**src/rtl/score_pkg.sv**
```systemverilog
// Shared constants and helpers for the score path: BCD limits, default
// per-enemy point values and a popcount used to count kills.
package score_pkg;

  localparam int unsigned BCD_DIGITS = 4;
  localparam logic [15:0] SCORE_MAX_BCD = 16'h9999;

  localparam int unsigned FLY_POINTS_DEF      = 1;
  localparam int unsigned MOSQUITO_POINTS_DEF = 2;
  localparam int unsigned SPIDER_POINTS_DEF   = 10;

  // Callers zero-extend narrower kill vectors into the 32-bit argument.
  function automatic logic [5:0] popcount(input logic [31:0] v);
    logic [5:0] n;
    n = '0;
    for (int i = 0; i < 32; i++) n += 6'(v[i]);
    return n;
  endfunction

endpackage

```
**src/rtl/score_controller_if.sv**
```systemverilog
// Bundle between the enemy/game side (master) and the score controller (slave).
interface score_controller_if #(
  parameter int unsigned FLY_COUNT      = 4,
  parameter int unsigned MOSQUITO_COUNT = 8
);
  logic                      score_clear;
  logic [FLY_COUNT-1:0]      fly_alive;
  logic [MOSQUITO_COUNT-1:0] mosquito_alive;
  logic                      spider_alive;
  logic [15:0]               score_bcd;
  logic [15:0]               high_score_bcd;
  logic                      kill_pulse;
  logic                      busy;

  modport master (
    output score_clear, fly_alive, mosquito_alive, spider_alive,
    input  score_bcd, high_score_bcd, kill_pulse, busy
  );

  modport slave (
    input  score_clear, fly_alive, mosquito_alive, spider_alive,
    output score_bcd, high_score_bcd, kill_pulse, busy
  );
endinterface

```
**src/rtl/bcd_inc4.sv**
```systemverilog
// Combinational 4-digit BCD increment; holds at 9999 and flags saturation.
module bcd_inc4
  import score_pkg::*;
(
  input  logic [15:0] bcd_in,
  output logic [15:0] bcd_out,
  output logic        sat
);

  always_comb begin
    logic carry;
    // NOTE: every output gets a default first so no path leaves it unassigned (no latch).
    carry   = 1'b1;
    bcd_out = bcd_in;
    for (int i = 0; i < BCD_DIGITS; i++) begin
      if (carry) begin
        if (bcd_in[4*i +: 4] == 4'd9) begin
          bcd_out[4*i +: 4] = 4'd0;
        end else begin
          bcd_out[4*i +: 4] = bcd_in[4*i +: 4] + 4'd1;
          carry             = 1'b0;
        end
      end
    end
    sat = (bcd_in == SCORE_MAX_BCD);
    if (sat) bcd_out = SCORE_MAX_BCD;
  end

endmodule

```
**src/rtl/score_controller.sv**
```systemverilog
// Turns falling edges on enemy alive flags into weighted points, drains them
// into a BCD score one point per cycle, and keeps the high score.
module score_controller
  import score_pkg::*;
#(
  parameter int unsigned FLY_COUNT       = 4,
  parameter int unsigned MOSQUITO_COUNT  = 8,
  parameter int unsigned FLY_POINTS      = FLY_POINTS_DEF,
  parameter int unsigned MOSQUITO_POINTS = MOSQUITO_POINTS_DEF,
  parameter int unsigned SPIDER_POINTS   = SPIDER_POINTS_DEF,
  parameter int unsigned PEND_W          = 8
) (
  input  logic              clk25,
  input  logic              reset,
  score_controller_if.slave bus
);

  localparam logic [16:0] PEND_MAX = 17'((1 << PEND_W) - 1);

  logic [FLY_COUNT-1:0]      prev_fly_q, prev_fly_d, kill_fly;
  logic [MOSQUITO_COUNT-1:0] prev_mos_q, prev_mos_d, kill_mos;
  logic                      prev_spider_q, prev_spider_d, kill_spider;
  logic [PEND_W-1:0]         pending_q, pending_d;
  logic [15:0]               score_q, score_d, high_q, high_d;
  logic                      kill_q, kill_d, busy_q, busy_d;

  logic [15:0] add_pts, inc_out;
  logic [16:0] pend_sum;
  logic        inc_sat, dec;

  bcd_inc4 u_inc (
    .bcd_in  (score_q),
    .bcd_out (inc_out),
    .sat     (inc_sat)
  );

  always_comb begin
    kill_fly    = prev_fly_q & ~bus.fly_alive;
    kill_mos    = prev_mos_q & ~bus.mosquito_alive;
    kill_spider = prev_spider_q & ~bus.spider_alive;
    add_pts     = 16'(popcount(32'(kill_fly))) * 16'(FLY_POINTS)
                + 16'(popcount(32'(kill_mos))) * 16'(MOSQUITO_POINTS)
                + (kill_spider ? 16'(SPIDER_POINTS) : 16'd0);
    dec         = (pending_q != '0);
    pend_sum    = 17'(pending_q) - 17'(dec) + 17'(add_pts);

    prev_fly_d    = bus.fly_alive;
    prev_mos_d    = bus.mosquito_alive;
    prev_spider_d = bus.spider_alive;
    kill_d        = (|kill_fly) | (|kill_mos) | kill_spider;
    score_d       = score_q;
    high_d        = high_q;
    pending_d     = pending_q;

    if (bus.score_clear) begin
      // Kills seen in the clear cycle are dropped; only the pulse survives.
      if (score_q > high_q) high_d = score_q;
      score_d   = '0;
      pending_d = '0;
    end else if (dec && inc_sat) begin
      pending_d = '0;
    end else begin
      if (dec) score_d = inc_out;
      pending_d = (pend_sum > PEND_MAX) ? PEND_MAX[PEND_W-1:0] : pend_sum[PEND_W-1:0];
    end

    busy_d = (pending_d != '0);
  end

  // NOTE: sequential state uses non-blocking assignments so all flops update together.
  always_ff @(posedge clk25) begin
    if (reset) begin
      prev_fly_q    <= '0;
      prev_mos_q    <= '0;
      prev_spider_q <= 1'b0;
      pending_q     <= '0;
      score_q       <= '0;
      high_q        <= '0;
      kill_q        <= 1'b0;
      busy_q        <= 1'b0;
    end else begin
      prev_fly_q    <= prev_fly_d;
      prev_mos_q    <= prev_mos_d;
      prev_spider_q <= prev_spider_d;
      pending_q     <= pending_d;
      score_q       <= score_d;
      high_q        <= high_d;
      kill_q        <= kill_d;
      busy_q        <= busy_d;
    end
  end

  assign bus.score_bcd      = score_q;
  assign bus.high_score_bcd = high_q;
  assign bus.kill_pulse     = kill_q;
  assign bus.busy           = busy_q;

endmodule

```
**src/flat_wrapper.sv**
```systemverilog
// flat-port wrapper written by rule: the top's interface ports become plain ports
module score_controller_flat import score_pkg::*;
#(
  parameter int unsigned FLY_COUNT       = 4,
  parameter int unsigned MOSQUITO_COUNT  = 8,
  parameter int unsigned FLY_POINTS      = FLY_POINTS_DEF,
  parameter int unsigned MOSQUITO_POINTS = MOSQUITO_POINTS_DEF,
  parameter int unsigned SPIDER_POINTS   = SPIDER_POINTS_DEF,
  parameter int unsigned PEND_W          = 8
)
  (clk25, reset, bus_score_clear, bus_fly_alive, bus_mosquito_alive, bus_spider_alive, bus_score_bcd, bus_high_score_bcd, bus_kill_pulse, bus_busy);
  score_controller_if #(.FLY_COUNT(FLY_COUNT), .MOSQUITO_COUNT(MOSQUITO_COUNT)) bus_i ();
  input  logic clk25;
  input  logic reset;
  input wire logic [$bits(bus_i.score_clear)-1:0] bus_score_clear;
  input wire logic [$bits(bus_i.fly_alive)-1:0] bus_fly_alive;
  input wire logic [$bits(bus_i.mosquito_alive)-1:0] bus_mosquito_alive;
  input wire logic [$bits(bus_i.spider_alive)-1:0] bus_spider_alive;
  output wire logic [$bits(bus_i.score_bcd)-1:0] bus_score_bcd;
  output wire logic [$bits(bus_i.high_score_bcd)-1:0] bus_high_score_bcd;
  output wire logic [$bits(bus_i.kill_pulse)-1:0] bus_kill_pulse;
  output wire logic [$bits(bus_i.busy)-1:0] bus_busy;
  assign bus_i.score_clear = bus_score_clear;
  assign bus_i.fly_alive = bus_fly_alive;
  assign bus_i.mosquito_alive = bus_mosquito_alive;
  assign bus_i.spider_alive = bus_spider_alive;
  assign bus_score_bcd = bus_i.score_bcd;
  assign bus_high_score_bcd = bus_i.high_score_bcd;
  assign bus_kill_pulse = bus_i.kill_pulse;
  assign bus_busy = bus_i.busy;
  score_controller #(.FLY_COUNT(FLY_COUNT), .MOSQUITO_COUNT(MOSQUITO_COUNT), .FLY_POINTS(FLY_POINTS), .MOSQUITO_POINTS(MOSQUITO_POINTS), .SPIDER_POINTS(SPIDER_POINTS), .PEND_W(PEND_W)) u_core (.clk25(clk25), .reset(reset), .bus(bus_i));
endmodule
```
**config.mk**
```make
export PLATFORM = sky130hd
export DESIGN_NAME = score_controller_flat
export DESIGN_NICKNAME = d
export VERILOG_FILES = /design/src/rtl/score_pkg.sv /design/src/rtl/score_controller_if.sv /design/src/rtl/bcd_inc4.sv /design/src/rtl/score_controller.sv /design/src/flat_wrapper.sv
export SDC_FILE = /design/constraint.sdc
export NUM_CORES = 1
export LEC_CHECK = 0
export BUFFER_PORTS_ARGS = -buffer_cell sky130_fd_sc_hd__buf_2
export CAP_MARGIN = 30
export CORE_MARGIN = 2
export CORE_UTILIZATION = 55
export DETAILED_ROUTE_END_ITERATION = 6
export PLACE_DENSITY = 0.77
export SLEW_MARGIN = 10
export SYNTH_ARGS = -nofsm -noshare
export SYNTH_HDL_FRONTEND = slang
export SYNTH_SLANG_ARGS = --single-unit
export TNS_END_PERCENT = 5
```
**constraint.sdc**
```tcl
create_clock -name clk25 -period 12.6 [get_ports clk25]
set_input_delay 3.78 -clock clk25 [delete_from_list [all_inputs] [get_ports clk25]]
set_output_delay 3.78 -clock clk25 [all_outputs]
set_load 0.02 [all_outputs]
```
==> flow_summary.html <==
<table>
<tr><th>Metric</th><th>Value</th></tr>
<tr><th colspan="2">Timing</th></tr>
<tr><td>Fin. max-slew vios</td><td>0</td></tr>
<tr><td>Period utilisation layout</td><td>0.7620</td></tr>
<tr><td>Max-slew headroom</td><td>0.4823</td></tr>
<tr><td>Tmin final</td><td>9.601 ns</td></tr>
<tr><td>Final setup skew</td><td>0.01113 ns</td></tr>
<tr><td>Final setup TNS</td><td>0 ns</td></tr>
<tr><td>Highest Clock Rate</td><td>104.2 MHz</td></tr>
<tr><td>Hold Vio Cnt, Final</td><td>0</td></tr>
<tr><td>Final critical-path setup slack</td><td>2.999 ns</td></tr>
<tr><td>Transition at the pin with the smallest max-transition slack</td><td>0.7745 ns</td></tr>
<tr><td>Setup violations, final</td><td>0</td></tr>
<tr><td>Unrepaired setup endpoints after global routing</td><td>false</td></tr>
<tr><th colspan="2">Synthesis</th></tr>
<tr><td>Mux cell area share after synthesis</td><td>0.04876</td></tr>
<tr><td>Number of nets produced by synthesis</td><td>495</td></tr>
<tr><td>Most used flip-flop cell after synthesis</td><td>sky130_fd_sc_hd__dfxtp_1</td></tr>
<tr><td>Synth Instances</td><td>426</td></tr>
<tr><td>Unique masters post-synth</td><td>49</td></tr>
<tr><td>Synth Area in Compound Gates</td><td>0.1104</td></tr>
<tr><td>Fraction of the yosys area taken by sequential cells</td><td>0.2980</td></tr>
<tr><td>Number of flops mapped to enable cells by yosys</td><td>0</td></tr>
<tr><td>Number of synthesized register bits</td><td>55</td></tr>
<tr><td>Simple-gate share of the synthesized area</td><td>0.2445</td></tr>
<tr><td>Cell Area, Synth</td><td>0.003695 sq mm</td></tr>
<tr><td>Synthesized-area fraction occupied by xor and xnor cells</td><td>0.04504</td></tr>
<tr><td>Post-synthesis average cell area</td><td>8.673 sq um</td></tr>
<tr><td>Number of warning messages in the yosys log</td><td>0</td></tr>
<tr><td>Combinational family with the most area after synthesis</td><td>simple AND/OR/NAND/NOR gates</td></tr>
<tr><td>Fraction of the mapped netlist area in adder cells</td><td>0.1937</td></tr>
<tr><td>Share of synthesized registers carrying an async set or reset</td><td>0</td></tr>
<tr><th colspan="2">Final layout</th></tr>
<tr><td># diodes</td><td>0</td></tr>
<tr><td>Net count of the finished layout</td><td>541</td></tr>
<tr><td>Most frequent cells in the layout</td><td>sky130_fd_sc_hd__dfxtp_1 (55), sky130_fd_sc_hd__buf_2 (49), sky130_fd_sc_hd__inv_1 (47)</td></tr>
<tr><td>Most frequent standard cell in the layout excluding fill and tap cells</td><td>sky130_fd_sc_hd__dfxtp_1</td></tr>
<tr><td>Non-filler instance count after layout</td><td>549</td></tr>
<tr><td>Final Util</td><td>0.6394</td></tr>
<tr><td>Fraction of layout instances using a drive strength above 1</td><td>0.1377</td></tr>
<tr><td>Layout area overhead</td><td>11.14%</td></tr>
<tr><th colspan="2">Clocking</th></tr>
<tr><td>TritonCTS clock tree</td><td>yes</td></tr>
<tr><td>Post_cts resized</td><td>0</td></tr>
<tr><td>Root buffer selected by CTS</td><td>sky130_fd_sc_hd__clkbuf_8</td></tr>
<tr><td># clock sinks</td><td>55</td></tr>
<tr><td>Hold-fix buffers, CTS</td><td>0</td></tr>
<tr><td>H-Tree Depth</td><td>2</td></tr>
<tr><td>Maximum number of buffers from clock root to sink</td><td>2</td></tr>
<tr><td>Post-CTS setup buffer count</td><td>0</td></tr>
<tr><td>Number of buffers inserted during clock tree synthesis</td><td>5</td></tr>
<tr><td>Clk Latency, worst-skew pair</td><td>0.31 ns</td></tr>
<tr><td>Clock transition at the registers of the reported paths</td><td>0.10 ns</td></tr>
<tr><th colspan="2">Global routing</th></tr>
<tr><td>Number of global-route vias before repair</td><td>2869</td></tr>
<tr><td>Maximum number of pins on one net before global-route repair</td><td>48</td></tr>
<tr><td>Total congestion overflow after global routing</td><td>0</td></tr>
<tr><td>Antenna violations before repair</td><td>0</td></tr>
<tr><td>GRT Util Overall</td><td>0.2156</td></tr>
<tr><td>First-pass GRT wire length</td><td>12890 um</td></tr>
<tr><th colspan="2">Detailed routing</th></tr>
<tr><td>Drt via density</td><td>5.483</td></tr>
<tr><td>Number of design-rule violations left by the first detailed-router iteration</td><td>78</td></tr>
<tr><td>Met2 routed wirelength</td><td>3797 um</td></tr>
<tr><td>Total Wirelength</td><td>7694 um</td></tr>
<tr><td>Vias after detailed routing</td><td>3010</td></tr>
<tr><td>First-pass detailed-route iteration total</td><td>4</td></tr>
<tr><td>Top layer in use</td><td>met4</td></tr>
<tr><td>Routed wl met3</td><td>256 um</td></tr>
<tr><td>Routed len/inst</td><td>14.01 um</td></tr>
<tr><td>Remaining DRCs</td><td>0</td></tr>
<tr><td>Detailed-routing wirelength on met1</td><td>3493 um</td></tr>
<tr><td>Remaining antenna violation count</td><td>0</td></tr>
<tr><th colspan="2">Worst setup path</th></tr>
<tr><td>Worst setup EP type</td><td>flip-flop</td></tr>
<tr><td>Critical path startpoint</td><td>bus_mosquito_alive[1]</td></tr>
<tr><td>Maximum fanout encountered on the critical timing path</td><td>4</td></tr>
<tr><td>Required time at the worst-slack endpoint</td><td>12.77 ns</td></tr>
<tr><td>Worst path slowest cell</td><td>sky130_fd_sc_hd__fa_1</td></tr>
<tr><td>Launch instance of the worst register-to-register path</td><td>u_core.prev_mos_q[1]$_SDFF_PP0_</td></tr>
<tr><td>Worst stage delay on the critical path</td><td>0.54 ns</td></tr>
<tr><td>Reg2Reg Depth</td><td>25</td></tr>
<tr><td>Type of the setup path with the least slack</td><td>input port to flip-flop</td></tr>
<tr><td>Critical Path Start Type</td><td>input port</td></tr>
<tr><td>Most prevalent standard cell on the critical path</td><td>sky130_fd_sc_hd__fa_1</td></tr>
<tr><td>Critical path data arrival time</td><td>9.77 ns</td></tr>
<tr><th colspan="2">Pwr</th></tr>
<tr><td>Maximum vdd ir drop</td><td>0.06629 mV</td></tr>
<tr><td>Power density over cell area</td><td>157.3 mW/mm^2</td></tr>
<tr><td>Leakage power</td><td>1.888 nW</td></tr>
<tr><td>Total power consumption of the routed design</td><td>645.9 uW</td></tr>
<tr><th colspan="2">Placed design</th></tr>
<tr><td>Minimum setup slack after placement</td><td>2.686 ns</td></tr>
<tr><td>Inst Count DP</td><td>542</td></tr>
<tr><td>IO Port Bufs</td><td>49</td></tr>
<tr><td>Weighted congestion reported at the end of routability-driven placement</td><td>0.8439</td></tr>
<tr><td>HPWL reported at the end of detailed placement</td><td>5995 um</td></tr>
<tr><th colspan="2">Die</th></tr>
<tr><td>Height of the die</td><td>85.96 um</td></tr>
<tr><td>Initial core utilization</td><td>0.5753</td></tr>
<tr><td>Floorplan die width</td><td>85.96 um</td></tr>
<tr><td>Floorplan Core Area</td><td>0.006422 sq mm</td></tr>
<tr><td>Standard-cell rows</td><td>29</td></tr>
<tr><td>Die Footprint</td><td>0.007389 sq mm</td></tr>
<tr><td>Io pins</td><td>50</td></tr>
<tr><th colspan="2">Min path</th></tr>
<tr><td>Worst min-delay path category</td><td>flip-flop to flip-flop</td></tr>
<tr><td>Worst hold stages</td><td>2</td></tr>
<tr><td>Start point of the worst min-delay path</td><td>u_core.bus.high_score_bcd[15]$_SDFFE_PP0P_</td></tr>
<tr><th colspan="2">Status</th></tr>
<tr><td>Result of the run</td><td>finished clean</td></tr>
<tr><th colspan="2">Flow run</th></tr>
<tr><td>Number of maximum-capacitance constraint violations</td><td>0</td></tr>
</table>
flip-flops by register name, indices dropped and copies added, names as in the netlist:
| name | cells |
|---|---|
| u_core.bus.high_score_bcd | 16 |
| u_core.bus.score_bcd | 16 |
| u_core.pending_q | 8 |
| u_core.prev_mos_q | 8 |
| u_core.prev_fly_q | 4 |
| u_core.bus.busy | 1 |
| u_core.bus.kill_pulse | 1 |
| u_core.prev_spider_q | 1 |
metal layers:
metal,up-vias,global-route usage
li1,1534,-
met3,11,0.04042
met4,0,0.06494
met5,-,0
met2,45,0.3834
met1,1420,0.2627
worst paths after layout:
check	endpoint	slack, ns
worst max-delay path	u_core.bus.busy$_SDFF_PP0_	3.00
worst min-delay path	u_core.bus.high_score_bcd[15]$_SDFFE_PP0P_	0.49
worst max register to register	u_core.bus.busy$_SDFF_PP0_	6.28
worst min register to register	u_core.bus.high_score_bcd[15]$_SDFFE_PP0P_	0.49
cells by family (layout without fill, tap and decap cells):
kind of cell             count (synthesis)  count (layout)
AND/OR/NAND/NOR                        157             157
AO/OA/AOI/OAI                           66              66
buffers and inverters                   58             104
flip-flops                              55              55
adder cells (fa/ha/maj)                 53              53
XOR/XNOR                                19              19
multiplexers                            18              18
critical path: cells and delay by family:
kind	cells	cell delay [ns]
AOI/OAI and AO/OA	6	1.14
xor gates and xnor gates	3	0.46
adders and majority gates	9	3.55
buffers and inverters	5	0.32
and+or+nand+nor	3	0.51
layout make-up:
class | count | area, sq um
clock buffer | 5 | 68.82
clock inverter | 2 | 37.54
fill | 574 | 2316
inverter | 47 | 176.4
multi-input combinational | 313 | 2374
sequential | 55 | 1101
tap | 77 | 96.34
timing repair buffer | 50 | 252.7
where the power goes:
part	internal, mW	total [mW]	switching [mW]	leakage, nW
sequential	0.187	0.199	0.0121	0.449
clock	0.0582	0.116	0.0582	0.0502
combinational	0.135	0.330	0.196	1.39
total	0.380	0.646	0.266	1.89
synthesized netlist by cell type, types with 10 or more instances:
| master | n | area share |
|---|---|---|
| sky130_fd_sc_hd__a21oi_1 | 29 | 0.039 |
| sky130_fd_sc_hd__dfxtp_1 | 55 | 0.30 |
| sky130_fd_sc_hd__ha_1 | 46 | 0.16 |
| sky130_fd_sc_hd__inv_1 | 47 | 0.048 |
| sky130_fd_sc_hd__mux2i_1 | 18 | 0.049 |
| sky130_fd_sc_hd__nand2_1 | 13 | 0.013 |
| sky130_fd_sc_hd__nand2b_1 | 44 | 0.074 |
| sky130_fd_sc_hd__nand3_1 | 10 | 0.014 |
| sky130_fd_sc_hd__nor2_1 | 29 | 0.029 |
| sky130_fd_sc_hd__nor2b_1 | 19 | 0.032 |
| sky130_fd_sc_hd__xor2_1 | 12 | 0.028 |
stage by stage:
stage | hold slack, ns | area (sq um)
3_5_place_dp | 0.4822 | 4000
4_1_cts | 0.4986 | 4106
2_1_floorplan | 0.5305 | 3695
3_3_place_gp | 0.4705 | 4000
6_report | 0.4935 | 4106
5_1_grt | 0.5207 | 4106
(Power assumes the default switching activity.)
